<file path="config.mk">
export PLATFORM = sky130hd
export DESIGN_NAME = prod_accumulator
export DESIGN_NICKNAME = d
export VERILOG_FILES = /design/src/rtl/prod_acc_pkg.sv /design/src/rtl/prod_acc_adder.sv /design/src/rtl/prod_accumulator.sv
export SDC_FILE = /design/constraint.sdc
export NUM_CORES = 1
export LEC_CHECK = 0
export ABC_AREA = 1
export CAP_MARGIN = 15
export CORE_UTILIZATION = 50
export CTS_BUF_LIST = sky130_fd_sc_hd__clkbuf_4 sky130_fd_sc_hd__clkbuf_8
export DETAILED_ROUTE_END_ITERATION = 10
export PLACE_DENSITY = 0.81
export SYNTH_ARGS = -nofsm -noshare
export SYNTH_HDL_FRONTEND = slang
export SYNTH_SLANG_ARGS = --single-unit
export TNS_END_PERCENT = 50
</file>
<file path="constraint.sdc">
create_clock -name clk -period 3.5 [get_ports clk]
set_input_delay 0.7 -clock clk [delete_from_list [all_inputs] [get_ports clk]]
set_output_delay 0.7 -clock clk [all_outputs]
set_load 0.05 [all_outputs]
</file>
<file path="src/rtl/prod_acc_pkg.sv">
// Shared types and helpers for the product accumulator.
// Optional build macro: PROD_ACC_SAT_EN (saturating accumulate, see prod_acc_adder).
package prod_acc_pkg;

  typedef enum logic {
    ACCUM = 1'b0,
    HOLD  = 1'b1
  } state_t;

  localparam int PROD_W_DEF = 8;
  localparam int ACC_W_DEF  = 16;
  // Widest accumulator the shared add helper supports.
  localparam int ACC_W_MAX  = 32;

  // Unsigned add of two zero-extended operands; result bit ACC_W is the
  // carry-out for any narrower ACC_W whose operands were zero-extended.
  function automatic logic [ACC_W_MAX:0] acc_add(input logic [ACC_W_MAX-1:0] acc,
                                                 input logic [ACC_W_MAX-1:0] prod);
    return {1'b0, acc} + {1'b0, prod};
  endfunction

endpackage

</file>
<file path="src/rtl/prod_acc_adder.sv">
// ACC_W-bit accumulate step with carry-out.
// PROD_ACC_SAT_EN defined: sum clamps to all-ones on carry (sticks, since
// any later non-zero add carries again). Undefined: modulo wrap.
module prod_acc_adder
  import prod_acc_pkg::*;
#(
  parameter int PROD_W = PROD_W_DEF,
  parameter int ACC_W  = ACC_W_DEF    // PROD_W <= ACC_W <= ACC_W_MAX
) (
  input  logic [ACC_W-1:0]  acc,
  input  logic [PROD_W-1:0] prod,
  output logic [ACC_W-1:0]  sum,
  output logic              carry
);

  logic [ACC_W-1:0] raw;

  // Only the low ACC_W+1 bits of the wide add are meaningful.
  assign {carry, raw} = (ACC_W+1)'(acc_add(ACC_W_MAX'(acc), ACC_W_MAX'(prod)));

`ifdef PROD_ACC_SAT_EN
  assign sum = carry ? '1 : raw;
`else
  assign sum = raw;
`endif

endmodule

</file>
<file path="src/rtl/prod_accumulator.sv">
// Accumulates the multiplier's product stream into bursts and hands each
// burst sum downstream over valid/ready.
// Optional build macro: PROD_ACC_SAT_EN (saturating sum instead of wrap).
module prod_accumulator
  import prod_acc_pkg::*;
#(
  parameter  int PROD_W  = PROD_W_DEF,
  parameter  int ACC_W   = ACC_W_DEF,
  parameter  int MAX_LEN = 8,
  localparam int CNT_W   = $clog2(MAX_LEN+1)
) (
  input  logic              clk,
  input  logic              rst_n,
  input  logic              clear,
  input  logic              in_valid,
  output logic              in_ready,
  input  logic [PROD_W-1:0] in_prod,
  input  logic              in_last,
  output logic              out_valid,
  input  logic              out_ready,
  output logic [ACC_W-1:0]  out_acc,
  output logic [CNT_W-1:0]  out_count,
  output logic              out_ovf
);

  localparam logic [CNT_W-1:0] LAST_CNT = CNT_W'(MAX_LEN-1);

  state_t           state, state_nxt;
  logic [ACC_W-1:0] acc, acc_nxt, sum;
  logic [CNT_W-1:0] count, count_nxt;
  logic             ovf, ovf_nxt, carry;
  logic             accept, close;

  prod_acc_adder #(.PROD_W(PROD_W), .ACC_W(ACC_W)) u_add (
    .acc   (acc),
    .prod  (in_prod),
    .sum   (sum),
    .carry (carry)
  );

  // Handshake flags come straight off the state flop so reset drops them
  // without waiting for a clock edge.
  assign in_ready  = (state == ACCUM);
  assign out_valid = (state == HOLD);
  assign accept    = in_valid && in_ready;
  assign close     = in_last || (count == LAST_CNT);

  // Registered sum is the output; it only moves in ACCUM so HOLD is stable.
  assign out_acc   = acc;
  assign out_count = count;
  assign out_ovf   = ovf;

  // Next state: clear beats everything, then accept (ACCUM) or handoff (HOLD).
  always_comb begin
    state_nxt = state;
    acc_nxt   = acc;
    count_nxt = count;
    ovf_nxt   = ovf;
    if (clear) begin
      state_nxt = ACCUM;
      acc_nxt   = '0;
      count_nxt = '0;
      ovf_nxt   = 1'b0;
    end else begin
      case (state)
        ACCUM: if (accept) begin
          acc_nxt   = sum;
          count_nxt = count + 1'b1;
          ovf_nxt   = ovf | carry;
          if (close) state_nxt = HOLD;
        end
        HOLD: if (out_ready) begin
          state_nxt = ACCUM;
          acc_nxt   = '0;
          count_nxt = '0;
          ovf_nxt   = 1'b0;
        end
        default: state_nxt = ACCUM;
      endcase
    end
  end

  // State and datapath registers.
  always_ff @(posedge clk or negedge rst_n) begin
    if (!rst_n) begin
      state <= ACCUM;
      acc   <= '0;
      count <= '0;
      ovf   <= 1'b0;
    end else begin
      state <= state_nxt;
      acc   <= acc_nxt;
      count <= count_nxt;
      ovf   <= ovf_nxt;
    end
  end

endmodule

</file>
-- Word-level counts from Yosys, hierarchy flattened
Cells that the tools add are included.
W data, S select, Z words.
- bitwise gates (word level): 2
- reductions and logical operators: 3
- $add $sub $neg: 2
- multiplexer cells: 17
- equality and inequality tests: 3
- operators by type and width (kind ; count):
    $mux W16 ; 3
    $pmux W16 S2 ; 1
    $add A16 B8 Y17 ; 1
    $mux W4 ; 3
    $pmux W4 S2 ; 1
    $mux W1 ; 7
    $add A4 B1 Y4 const B ; 1
    $eq A4 B3 Y1 const B ; 1
    $pmux W1 S2 ; 2
    $ne A3 B2 Y1 const B ; 1
    $ne A3 B3 Y1 const B ; 1
    $reduce_and A2 Y1 ; 1
    $logic_and A1 B1 Y1 ; 1
    $logic_or A1 B1 Y1 ; 1
    $not A1 Y1 ; 1
    $or A1 B1 Y1 ; 1
- output and inout port bits: 23
- word-level logic and storage cells: 31
- input bits: 14
- bits in registers: 22

-- Logic depth before layout (Yosys ltp)
Gate-level depths: netlist of the first run.
- depth in word-level cells: 6
- gate-level depth with buffers: 11

-- Hierarchy
Synthesis of the first run repeated with hierarchy kept, for this count alone.
- cell total of the unflattened synthesis: 203
- area, all modules: 1572.8 µm²
- by module, submodules not included (module ; times used ; area an instance (µm²) ; sequential area each (µm²) ; cells an instance):
    prod_accumulator ; 1 ; 910.9 ; 550.5 ; 77
    prod_acc_adder ; 1 ; 661.9 ; 0.0 ; 126

-- Worst setup path before layout of the first run
Ideal clock, no wire load.
- kind: register -> register
- start: reg acc[0] (netlist: out_acc[0])
- end: reg acc[6] (netlist: out_acc[6])
- cell stages (with the launch flop): 10
- buffers on the path: 0
- library setup time: 127 ps
- data arrival time: 1806 ps
- data required time: 3373 ps
- setup slack: 1566 ps
- period minus slack after synthesis: 1934 ps
- cells stage by stage: dfrtp_1 -> ha_1 -> inv_1 -> fa_1 -> nor2_1 -> nor2_1 -> o21ai_1 -> nand2_1 -> nand2_1 -> o21ai_0
- word-level cells in the longest chain between the ends: 4
- RTL lines (what ; RTL line ; source):
    start, declared ; prod_accumulator.sv:29 ; logic [ACC_W-1:0] acc, acc_nxt, sum;
    start signal, assigned ; prod_accumulator.sv:92 ; acc <= acc_nxt;
    $add A16 B8 Y17 ; prod_acc_pkg.sv:19 ; return {1'b0, acc} + {1'b0, prod};
    $mux W16 ; prod_accumulator.sv:66 ; ACCUM: if (accept) begin
    $pmux W16 S2 ; prod_accumulator.sv:65 ; case (state)
    $mux W16 ; prod_accumulator.sv:59 ; if (clear) begin
Every way passes these cells. The select of a mux whose other input is x is not followed.
A chain may end at the register's enable or synchronous reset.

-- Final worst setup path of the first run
- start: reg acc[10] (netlist: out_acc[10])
- end: out out_acc[10]
- RTL lines (what ; RTL line ; source):
    end, declared ; prod_accumulator.sv:21 ; output logic [ACC_W-1:0] out_acc,
No word-level cell between the ends.

==> PnR_summary.wiki, run 1 <==
{| class="wikitable"
! Metric !! Value
|-
| Outcome || complete, no violations
|-
| Cell accounting for the most synthesized area || sky130_fd_sc_hd__dfrtp_1
|-
| Filler cell count in the final layout || 268
|-
| Final clock skew || 0.00374 ns
|-
| Die outline area || 3290 um^2
|-
| Final worst path period share || 0.666
|-
| Cell with the largest stage delay on the worst path || sky130_fd_sc_hd__clkdlybuf4s50_1
|-
| Hold bufs inserted after CTS || 0
|-
| Vias in the first global route || 1,430
|-
| Worst R2R Start || out_acc[0]$_DFFE_PN0P_
|-
| Count of final setup violators || 0
|-
| Root Driver || sky130_fd_sc_hd__clkbuf_4
|-
| Clock tree from TritonCTS || done
|-
| Remaining DRCs || 0
|-
| Count of endpoints failing hold in the final timing report || 0
|-
| Total wire length after detailed routing || 3410 um
|-
| Accumulated negative setup slack || 0 ns
|-
| Avg WL per Cell || around 12 um
|-
| Layout area overhead || 28.2%
|-
| Clock-pin slew reported for the worst setup and hold paths after clock tree synthesis || 0.13 ns
|-
| Global placer's final weighted congestion || 0.867
|-
| Via count || 1,487
|-
| Final Cell Area || 1960 um^2
|-
| Top Family by Delay on Critical Path || buffers and inverters
|-
| Share of flip-flops with an asynchronous set or reset after synthesis || 1.00
|-
| Worst hold endpoint || out_count[3]$_DFFE_PN0P_
|-
| Count of clock tree sinks || 22
|-
| Worst-skew pair later-pin latency || 0.31 ns
|-
| Worst Hold Launch || out_count[3]$_DFFE_PN0P_
|-
| Syn Inst Count || 220
|-
| Count of synthesis-stage warnings from yosys || 0
|-
| Number of max-slew violations in the final report || 0
|-
| Worst Reg-to-Reg Cells || 10
|-
| Initial standard-cell utilization of the core || 0.541
|-
| Pin count of the biggest net entering global routing || 23
|-
| Core Area || 2830 um^2
|-
| Post-CTS Setup Inserts || 0
|-
| FF-to-FF setup slack || 1.74 ns
|-
| Crit. path cell count || 1
|-
| Die height || 57.3 um
|-
| Share of cells above drive strength 1 || 0.0618
|-
| Number of cells on the worst hold path || 1
|-
| Die X-Extent || 57.3 um
|-
| Kind of critical path || flip-flop to output pin
|-
| Flop and latch count out of synthesis || 22
|-
| Critical Path RT || about 2.8 ns
|-
| First-iteration detailed-routing DRC count || 48
|-
| Maximum ir drop on the vdd rail || 202 uV
|-
| Count of max-cap constraint violations || 0
|-
| Pleak || 0.992 nW
|-
| PostCTS Resize Cnt || 0
|-
| Total number of placement rows || 19
|-
| Clock buffer count from CTS || 3
|-
| Share of the core filled with cells in the final layout || 0.694
|-
| Port Buf Inserts || 36
|-
| Post-route worst hold slack || ~0.52 ns
|-
| Vias per Instance || 5.13
|-
| Leading register cell type out of synthesis || sky130_fd_sc_hd__dfrtp_1
|-
| Largest fanout on the critical path || 7
|-
| Main area contributors after synthesis || sky130_fd_sc_hd__dfrtp_1 36%, sky130_fd_sc_hd__nand2_1 16%, sky130_fd_sc_hd__inv_1 7.6%, sky130_fd_sc_hd__ha_1 7.4%, sky130_fd_sc_hd__nor2_1 7.4%
|-
| Area occupied by multi-input gates || 836 um^2
|-
| Detail Placement HPWL || 2610 um
|-
| Count of flip-flops with a built-in enable after synthesis || 0
|-
| Number of antenna violations at the first check in global routing || 0
|-
| Area used by sequential logic in the layout || 551 um^2
|-
| Sequential-to-total area share from yosys stat || 0.359
|-
| Measured slew at the worst slew-check pin || 0.508 ns
|-
| Mapped Nets || 244
|-
| Cell chain of the critical path || clkdlybuf4s50_1
|-
| Share of the synthesized area in the top cell type || 0.359
|-
| Worst path max stage delay || 0.84 ns
|-
| Post-route ant nets || 0
|-
| Synthesized area per cell || 6.96 um^2
|-
| Tightest slew margin relative to the limit || 0.660
|-
| First-pass GRT wire length || around 5900 um
|-
| Capturing element type of the critical path || output pin
|-
| Number of antenna repair diodes || 0
|-
| Total Routing Usage GR || 0.229
|-
| Count of nets after finishing || 284
|-
| Minimum clock period after layout || about 2.3 ns
|-
| Category of the worst setup path launch point || flip-flop
|-
| Maximum clock frequency || between 400 and 500 MHz
|-
| Placement Cell Area || 1910 um^2
|-
| Number of top-level design ports || 37
|-
| Distinct cell type count of the synthesized netlist || 29
|-
| Netlist area before placement || about 1500 um^2
|-
| Total grt overflow || 0
|-
| H-tree depth || 1
|-
| PwrDens || 354 nW/um^2
|-
| Worst path arrival time || 1.63 ns
|-
| Worst reg2reg endpoint || out_acc[12]$_DFFE_PN0P_
|-
| Number of search-and-repair iterations in the first detailed-routing pass || 4
|-
| Bufs on Longest Clock Path || 2
|-
| Buf+Inv Stages, Crit Path || 1
|-
| Unrepaired setup endpoints after global routing || false
|-
| Tightest Hold Check Type || flip-flop to flip-flop
|}
metrics by stage:
stage | setup slack (ns) | power [mW] | instances
after floorplan | 1.57 | 0.470 | 220
after global placement | 1.02 | 0.548 | 285
after detailed placement | 0.965 | 0.553 | 285
after CTS | 1.15 | 0.699 | 289
after global routing | 1.10 | 0.738 | 290
final | 1.17 | 0.695 | 290
registers in the layout (all words and copies together) (netlist names):
signal     flops
out_valid      1
out_ovf        1
out_acc       16
out_count      4
cell usage after synthesis, types with 2 or more instances:
master and instances:
sky130_fd_sc_hd__nand3_2 2, sky130_fd_sc_hd__nand2_1 65, sky130_fd_sc_hd__nor2_1 30, sky130_fd_sc_hd__a21oi_1 12, sky130_fd_sc_hd__nand2_2 2, sky130_fd_sc_hd__inv_1 31
sky130_fd_sc_hd__ha_1 9, sky130_fd_sc_hd__dfrtp_1 22, sky130_fd_sc_hd__nand3_1 17, sky130_fd_sc_hd__o21ai_1 3, sky130_fd_sc_hd__o21ai_0 9
power breakdown:
group	internal [mW]	switching, mW	leakage, nW	total, mW
Combinational	0.0936	0.169	0.671	0.263
Clock	0.0636	0.0814	0.0210	0.145
Sequential	0.271	0.0166	0.300	0.287
Total	0.428	0.267	0.992	0.695
how the worst max path moves through the flow:
stage                                  from  slack (ns)                 endpoint
floorplan            out_acc[0]$_DFFE_PN0P_        1.57   out_acc[6]$_DFFE_PN0P_
global placement                 in_prod[0]        1.02  out_acc[12]$_DFFE_PN0P_
detailed placement               in_prod[0]        0.97  out_acc[12]$_DFFE_PN0P_
CTS                 out_acc[10]$_DFFE_PN0P_        1.15              out_acc[10]
global route        out_acc[10]$_DFFE_PN0P_        1.10              out_acc[10]
finish              out_acc[10]$_DFFE_PN0P_        1.17              out_acc[10]
layout by cell type, fill, tap and decap left out, types with 2 or more instances in the layout:
| cell type | netlist | layout |
|---|---|---|
| sky130_fd_sc_hd__a21oi_1 | 12 | 12 |
| sky130_fd_sc_hd__clkdlybuf4s50_1 | 0 | 36 |
| sky130_fd_sc_hd__ha_1 | 9 | 9 |
| sky130_fd_sc_hd__dfrtp_1 | 22 | 22 |
| sky130_fd_sc_hd__nor2_1 | 30 | 30 |
| sky130_fd_sc_hd__nand3_2 | 2 | 2 |
| sky130_fd_sc_hd__nand2_1 | 65 | 65 |
| sky130_fd_sc_hd__o21ai_1 | 3 | 3 |
| sky130_fd_sc_hd__o21ai_0 | 9 | 9 |
| sky130_fd_sc_hd__clkbuf_4 | 0 | 3 |
| sky130_fd_sc_hd__inv_1 | 31 | 31 |
| sky130_fd_sc_hd__nand2_2 | 2 | 2 |
| sky130_fd_sc_hd__nand3_1 | 17 | 17 |
area by class of cell:
class / count / area share
Clock buffer: 4 / 0.0185
Sequential cell: 22 / 0.280
Tap cell: 31 / 0.0198
Multi-Input combinational cell: 163 / 0.426
Inverter: 33 / 0.0644
Timing Repair Buffer: 37 / 0.191
logic make-up (layout without fill, tap and decap cells):
group,after synthesis,count (layout),share of synthesized area
xor+xnor,2,2,0.0114
compound gates,29,29,0.105
fa+ha+maj,10,10,0.0866
buf+inv,35,74,0.0948
simple gates,122,122,0.343
flops,22,22,0.359
layer usage:
metal / global-route usage / wire (um)
met4: 0.0941 / 40
met5: 0 / 0
met1: 0.306 / 1590
met3: 0.0249 / 177
met2: 0.380 / 1600
Note: power is estimated with default switching activity, not from simulation.
==> run 2, diff against run 1 <==
Settings changed: CORE_UTILIZATION 50 to 46, PLACE_DENSITY 0.81 to 0.78.
Clock period 3.5 ns to 1.98 ns, I/O delays scaled along.
==> PnR_summary.wiki, run 2 (synthesis gave the netlist of run 1 again) <==
{| class="wikitable"
! Metric !! Value
|-
| Outcome || complete, no violations (unchanged)
|-
| Post-route worst hold slack || 0.426 ns (was 0.518 ns)
|-
| Number of search-and-repair iterations in the first detailed-routing pass || 4 (unchanged)
|-
| Pleak || 1.16 nW (was 0.992 nW)
|-
| Top Family by Delay on Critical Path || buffers and inverters (unchanged)
|-
| Count of clock tree sinks || 22 (unchanged)
|-
| Number of antenna repair diodes || 0 (unchanged)
|-
| Clock-pin slew reported for the worst setup and hold paths after clock tree synthesis || 0.13 ns (about the same)
|-
| Number of top-level design ports || 37 (unchanged)
|-
| Clock buffer count from CTS || 3 (unchanged)
|-
| Minimum clock period after layout || 1.94 ns
|-
| Final worst path period share || 0.981
|-
| Worst path max stage delay || 0.82 ns (was 0.84 ns)
|-
| PostCTS Resize Cnt || 0 (unchanged)
|-
| Post-place setup slack || -0.219 ns (was 0.965 ns)
|-
| Cell chain of the critical path || clkdlybuf4s50_1 (unchanged)
|-
| Share of the core filled with cells in the final layout || 0.663 (was 0.694)
|-
| Kind of critical path || flip-flop to output pin (unchanged)
|-
| Bufs on Longest Clock Path || 2 (unchanged)
|-
| Met1 Track Usage GR || 0.308 (was 0.306)
|-
| Most common cell after layout, fill and taps aside || sky130_fd_sc_hd__nand2_1 (unchanged)
|-
| Filler cell count in the final layout || 282 (was 268)
|-
| Worst path arrival time || 1.55 ns (was 1.63 ns)
|-
| Unrepaired setup endpoints after global routing || false (unchanged)
|-
| Most frequent cells in the layout || 65 x sky130_fd_sc_hd__nand2_1, 31 x sky130_fd_sc_hd__inv_1, 29 x sky130_fd_sc_hd__nor2_1, 23 x sky130_fd_sc_hd__clkdlybuf4s50_1, 22 x sky130_fd_sc_hd__dfrtp_1 (was 65 x sky130_fd_sc_hd__nand2_1, 36 x sky130_fd_sc_hd__clkdlybuf4s50_1, 31 x sky130_fd_sc_hd__inv_1, 30 x sky130_fd_sc_hd__nor2_1, 22 x sky130_fd_sc_hd__dfrtp_1)
|-
| Capturing element type of the critical path || output pin (unchanged)
|-
| Share of cells above drive strength 1 || 0.133 (was 0.0618)
|-
| Total design power || 1.24 mW (was 695 uW)
|-
| First-pass GRT wire length || 6090 um (was 5850 um)
|-
| Count of endpoints failing hold in the final timing report || 0 (unchanged)
|-
| Vias per Instance || 4.93 (was 5.13)
|-
| Number of antenna violations at the first check in global routing || 0 (unchanged)
|-
| Tightest slew margin relative to the limit || 0.657 (was 0.660)
|-
| Avg WL per Cell || 11.4 um (was 11.7 um)
|-
| Pin count of the biggest net entering global routing || 23 (unchanged)
|-
| Die X-Extent || 59.7 um (was 57.3 um)
|-
| Met3 Use GR || 0.0216 (was 0.0249)
|-
| Area occupied by multi-input gates || 838 um^2 (was 836 um^2)
|-
| Detail Placement HPWL || 2810 um (was 2610 um)
|-
| Accumulated negative setup slack || 0 ns (unchanged)
|-
| Port Buf Inserts || 36 (unchanged)
|-
| Total number of placement rows || 20 (was 19)
|-
| Area used by sequential logic in the layout || 551 um^2 (unchanged)
|-
| FF-to-FF setup slack || 0.26 ns (was 1.74 ns)
|-
| Vias in the first global route || 1,439 (was 1,430)
|-
| Count of final setup violators || 0 (unchanged)
|-
| Final worst-path setup slack || 0.0375 ns (was 1.17 ns)
|-
| H-tree depth || 1 (unchanged)
|-
| Total Routing Usage GR || 0.226 (was 0.229)
|-
| Maximum clock frequency || approximately 510 MHz
|-
| Global placer's final weighted congestion || 0.878 (was 0.867)
|-
| Cell with the largest stage delay on the worst path || sky130_fd_sc_hd__clkdlybuf4s50_1 (unchanged)
|-
| First-iteration detailed-routing DRC count || 52 (was 48)
|-
| Total grt overflow || 0 (unchanged)
|-
| Top Usage Layer GRT || met2 (unchanged)
|-
| Initial standard-cell utilization of the core || 0.494 (was 0.541)
|-
| Clock tree from TritonCTS || done (unchanged)
|-
| Post-CTS Setup Inserts || 0 (unchanged)
|-
| Post-route ant nets || 0 (unchanged)
|-
| Die height || 59.7 um (was 57.3 um)
|-
| Core Area || 3100 um^2 (was 2830 um^2)
|-
| Layout area overhead || 34.2% (was 28.2%)
|-
| Count of nets after finishing || 297 (was 284)
|-
| Category of the worst setup path launch point || flip-flop (unchanged)
|-
| Tightest Hold Check Type || primary input to asynchronous set/reset pin (was flip-flop to flip-flop)
|-
| Maximum ir drop on the vdd rail || 399 uV (was 202 uV)
|-
| Max FFs per register || 16 (unchanged)
|-
| Total wire length after detailed routing || 3600 um (was 3410 um)
|-
| GR Layer Usage met2 || 0.383 (was 0.380)
|-
| Hold bufs inserted after CTS || 0 (unchanged)
|-
| Root Driver || sky130_fd_sc_hd__clkbuf_4 (unchanged)
|-
| Critical Path RT || 1.58 ns (was 2.80 ns)
|-
| Number of max-slew violations in the final report || 0 (unchanged)
|-
| Final clock skew || 0.00165 ns (was 0.00374 ns)
|-
| Buf+Inv Stages, Crit Path || 1 (unchanged)
|-
| Count of max-cap constraint violations || 0 (unchanged)
|-
| Largest fanout on the critical path || 3 (was 7)
|-
| Via count || 1,552 (was 1,487)
|-
| Die outline area || 3560 um^2 (was 3290 um^2)
|-
| Remaining DRCs || 0 (unchanged)
|-
| PwrDens || 602 nW/um^2 (was 354 nW/um^2)
|-
| Measured slew at the worst slew-check pin || 0.514 ns (was 0.508 ns)
|-
| Worst-skew pair later-pin latency || 0.31 ns (about the same)
|}
-- run 2: changes by cell type in the layout (fill, tap and decap cells not counted) --
cell,before,now
sky130_fd_sc_hd__a21boi_0,1,0
sky130_fd_sc_hd__a21boi_1,0,1
sky130_fd_sc_hd__buf_4,0,21
sky130_fd_sc_hd__buf_8,1,0
sky130_fd_sc_hd__clkbuf_8,1,0
sky130_fd_sc_hd__clkdlybuf4s50_1,36,23
sky130_fd_sc_hd__dlymetal6s2s_1,0,6
sky130_fd_sc_hd__nor2_1,30,29
sky130_fd_sc_hd__nor2_2,1,2
-- run 2: layout make-up --
type / count / area share
inverters: 33 / 0.0615
well taps: 44 / 0.0268
multi-input cells: 163 / 0.408
flip-flops and latches: 22 / 0.268
repair buffers: 50 / 0.225
clock buffers: 3 / 0.0110
-- run 2: metrics by stage --
stage / cells / cell area, um^2
after CTS: 315 / 2040
final: 315 / 2060
after global placement: 312 / 2020
after global routing: 315 / 2060
after floorplan: 220 / 1530
after detailed placement: 312 / 2020
-- run 2: power by group --
part	switching [mW]	internal [mW]	total, mW
combinational	0.308	0.202	0.510
sequential	0.0297	0.479	0.509
clock	0.148	0.0713	0.219
-- run 2: routing by layer --
metal	vias to the layer above	routed length [um]
li1	800	-
met1	708	1720
met2	39	1700
met3	5	139
met4	0	39
met5	-	0
-- run 2: final timing paths --
path | from | end | cells after the start
worst max-delay path | out_acc[12]$_DFFE_PN0P_ | out_acc[12] | 1
worst min-delay path | rst_n | out_acc[3]$_DFFE_PN0P_ | 2
worst max register to register | out_acc[0]$_DFFE_PN0P_ | out_acc[12]$_DFFE_PN0P_ | 10
worst min register to register | out_count[3]$_DFFE_PN0P_ | out_count[3]$_DFFE_PN0P_ | 1
max in group asynchronous | rst_n | out_count[2]$_DFFE_PN0P_ | 2
min in group clk | out_count[3]$_DFFE_PN0P_ | out_count[3]$_DFFE_PN0P_ | 1
==> run 3, diff against run 2 <==
Settings changed: CORE_UTILIZATION 46 to 50, PLACE_DENSITY 0.78 to 0.81.
Clock period 1.98 ns to 1.95 ns, I/O delays scaled along.
==> PnR_summary.wiki, run 3 (synthesis gave the netlist of run 1 again) <==
{| class="wikitable"
! Metric !! Value
|-
| Worst path max stage delay || 0.81 ns (was 0.82 ns)
|-
| Cell with the largest stage delay on the worst path || sky130_fd_sc_hd__clkdlybuf4s50_1 (unchanged)
|-
| Cell chain of the critical path || clkdlybuf4s50_1 (unchanged)
|-
| Worst path arrival time || 1.51 ns (was 1.55 ns)
|-
| Most frequent cells in the layout || 65 x sky130_fd_sc_hd__nand2_1, 31 x sky130_fd_sc_hd__inv_1, 29 x sky130_fd_sc_hd__nor2_1, 25 x sky130_fd_sc_hd__buf_4, 22 x sky130_fd_sc_hd__dfrtp_1 (was 65 x sky130_fd_sc_hd__nand2_1, 31 x sky130_fd_sc_hd__inv_1, 29 x sky130_fd_sc_hd__nor2_1, 23 x sky130_fd_sc_hd__clkdlybuf4s50_1, 22 x sky130_fd_sc_hd__dfrtp_1)
|-
| Port Buf Inserts || 36 (unchanged)
|-
| Count of nets after finishing || 299 (was 297)
|-
| Total Routing Usage GR || 0.246 (was 0.226)
|-
| Layout area overhead || 34.7% (was 34.2%)
|-
| Number of top-level design ports || 37 (unchanged)
|-
| Tightest Hold Check Type || primary input to asynchronous set/reset pin (unchanged)
|-
| Maximum clock frequency || 527 MHz
|-
| Tightest slew margin relative to the limit || 0.657 (about the same)
|-
| Vias per Instance || 5.04 (was 4.93)
|-
| Capturing element type of the critical path || output pin (unchanged)
|-
| Die height || 57.3 um (was 59.7 um)
|-
| Part of the power in the clock network || 0.167 (was 0.177)
|-
| Global placer's final weighted congestion || 0.911 (was 0.878)
|-
| Int Power || 768 uW (was 752 uW)
|-
| Unrepaired setup endpoints after global routing || false (unchanged)
|-
| Total number of placement rows || 19 (was 20)
|-
| Clock buffer count from CTS || 3 (unchanged)
|-
| Critical Path RT || 1.56 ns (was 1.58 ns)
|-
| Largest fanout on the critical path || 3 (unchanged)
|-
| Accumulated negative setup slack || 0 ns (unchanged)
|-
| Max FFs per register || 16 (unchanged)
|-
| Share of cells above drive strength 1 || 0.154 (was 0.133)
|-
| Die X-Extent || 57.3 um (was 59.7 um)
|-
| Maximum ir drop on the vdd rail || 339 uV (was 399 uV)
|-
| Post-route ant nets || 0 (unchanged)
|-
| Count of max-cap constraint violations || 0 (unchanged)
|-
| Pleak || 1.25 nW (was 1.16 nW)
|-
| Initial standard-cell utilization of the core || 0.541 (was 0.494)
|-
| Number of search-and-repair iterations in the first detailed-routing pass || 4 (unchanged)
|-
| Measured slew at the worst slew-check pin || 0.516 ns (was 0.514 ns)
|-
| Post-route worst hold slack || 0.425 ns (was 0.426 ns)
|-
| Worst setup startpoint || out_acc[7]$_DFFE_PN0P_ (was out_acc[12]$_DFFE_PN0P_)
|-
| P_sw || 486 uW (was 485 uW)
|-
| Root Driver || sky130_fd_sc_hd__clkbuf_4 (unchanged)
|-
| Kind of critical path || flip-flop to output pin (unchanged)
|-
| Hold bufs inserted after CTS || 0 (unchanged)
|-
| Switching portion of total power || 0.388 (was 0.392)
|-
| Count of endpoints failing hold in the final timing report || 0 (unchanged)
|-
| Clock tree from TritonCTS || done (unchanged)
|-
| Via count || 1,533 (was 1,552)
|-
| Count of clock tree sinks || 22 (unchanged)
|-
| Die outline area || 3290 um^2 (was 3560 um^2)
|-
| PwrDens || 608 nW/um^2 (was 602 nW/um^2)
|-
| Bufs on Longest Clock Path || 2 (unchanged)
|-
| Vias in the first global route || 1,369 (was 1,439)
|-
| Number of antenna repair diodes || 0 (unchanged)
|-
| First-pass GRT wire length || 6130 um (was 6090 um)
|-
| Worst-skew pair later-pin latency || 0.30 ns (was 0.31 ns)
|-
| Top Family by Delay on Critical Path || buffers and inverters (unchanged)
|-
| Share of power burned in registers || 0.411 (about the same)
|-
| Most common cell after layout, fill and taps aside || sky130_fd_sc_hd__nand2_1 (unchanged)
|-
| H-tree depth || 1 (unchanged)
|-
| Outcome || complete, no violations (unchanged)
|-
| Remaining DRCs || 0 (unchanged)
|-
| Clock-pin slew reported for the worst setup and hold paths after clock tree synthesis || 0.12 ns (was 0.13 ns)
|-
| Total grt overflow || 0 (unchanged)
|-
| Number of antenna violations at the first check in global routing || 0 (unchanged)
|-
| Count of final setup violators || 0 (unchanged)
|-
| Final clock skew || 0.00441 ns (was 0.00165 ns)
|-
| Worst R2R Start || out_acc[5]$_DFFE_PN0P_ (was out_acc[0]$_DFFE_PN0P_)
|-
| Number of max-slew violations in the final report || 0 (unchanged)
|-
| Category of the worst setup path launch point || flip-flop (unchanged)
|-
| Buf+Inv Stages, Crit Path || 1 (unchanged)
|-
| Total wire length after detailed routing || 3610 um (was 3600 um)
|-
| Pin count of the biggest net entering global routing || 23 (unchanged)
|-
| Minimum clock period after layout || 1.90 ns
|-
| Core Area || 2830 um^2 (was 3100 um^2)
|-
| Logic pwr share || 0.422 (was 0.412)
|-
| First-iteration detailed-routing DRC count || 45 (was 52)
|-
| Detail Placement HPWL || 2820 um (was 2810 um)
|-
| Final worst path period share || 0.973
|-
| Avg WL per Cell || 11.9 um (was 11.4 um)
|}
## run 3: area by class of cell
type | count | area [um^2]
clock buffer | 3 | 22.5
inverter | 33 | 126
sequential | 22 | 551
tap | 31 | 38.8
fill | 245 | 766
timing repair buffer | 52 | 480
multi-input combinational | 163 | 845
## run 3: path summary, 6_finish.rpt
check	endpoint	cells past startpoint	slack, ns
worst min-delay path	out_acc[3]$_DFFE_PN0P_	2	0.42
worst min register to register	out_acc[4]$_DFFE_PN0P_	2	0.52
worst max register to register	out_acc[8]$_DFFE_PN0P_	8	0.22
worst max-delay path	out_acc[7]	1	0.05
max in group asynchronous	out_acc[8]$_DFFE_PN0P_	2	1.29
min in group clk	out_acc[4]$_DFFE_PN0P_	2	0.52
## run 3: what timing repair did
action	CTS	global route
setup buffers	0	1
pin swaps	0	1
hold endpoints to repair	0	0
endpoints found under the setup margin	2	13
resized for setup	2	13
## run 3: layer usage
metal / global-route usage / share of wire
met5: 0 / 0
met4: 0.0801 / 0.0042
met3: 0.0249 / 0.026
met2: 0.395 / 0.49
met1: 0.349 / 0.48
## run 3: stage by stage
step	instances	setup slack (ns)	cell area, um^2	total power, mW	util
4_1_cts	303	0.000588	2020	1.25	0.715
6_report	304	0.0524	2060	1.25	0.729
3_5_place_dp	300	-0.218	2000	1.05	0.708
5_1_grt	304	0.00142	2060	1.35	0.729
2_1_floorplan	220	0.0164	1530	0.843	-
3_3_place_gp	300	-0.182	2000	1.04	0.708
## run 3: power groups by stage
stage | clock network [mW] | registers [mW] | logic, mW
floorplan | 0 | 0.628 | 0.215
global placement | 0 | 0.525 | 0.515
detailed placement | 0 | 0.526 | 0.523
CTS | 0.216 | 0.517 | 0.519
global route | 0.245 | 0.521 | 0.581
finish | 0.209 | 0.516 | 0.529
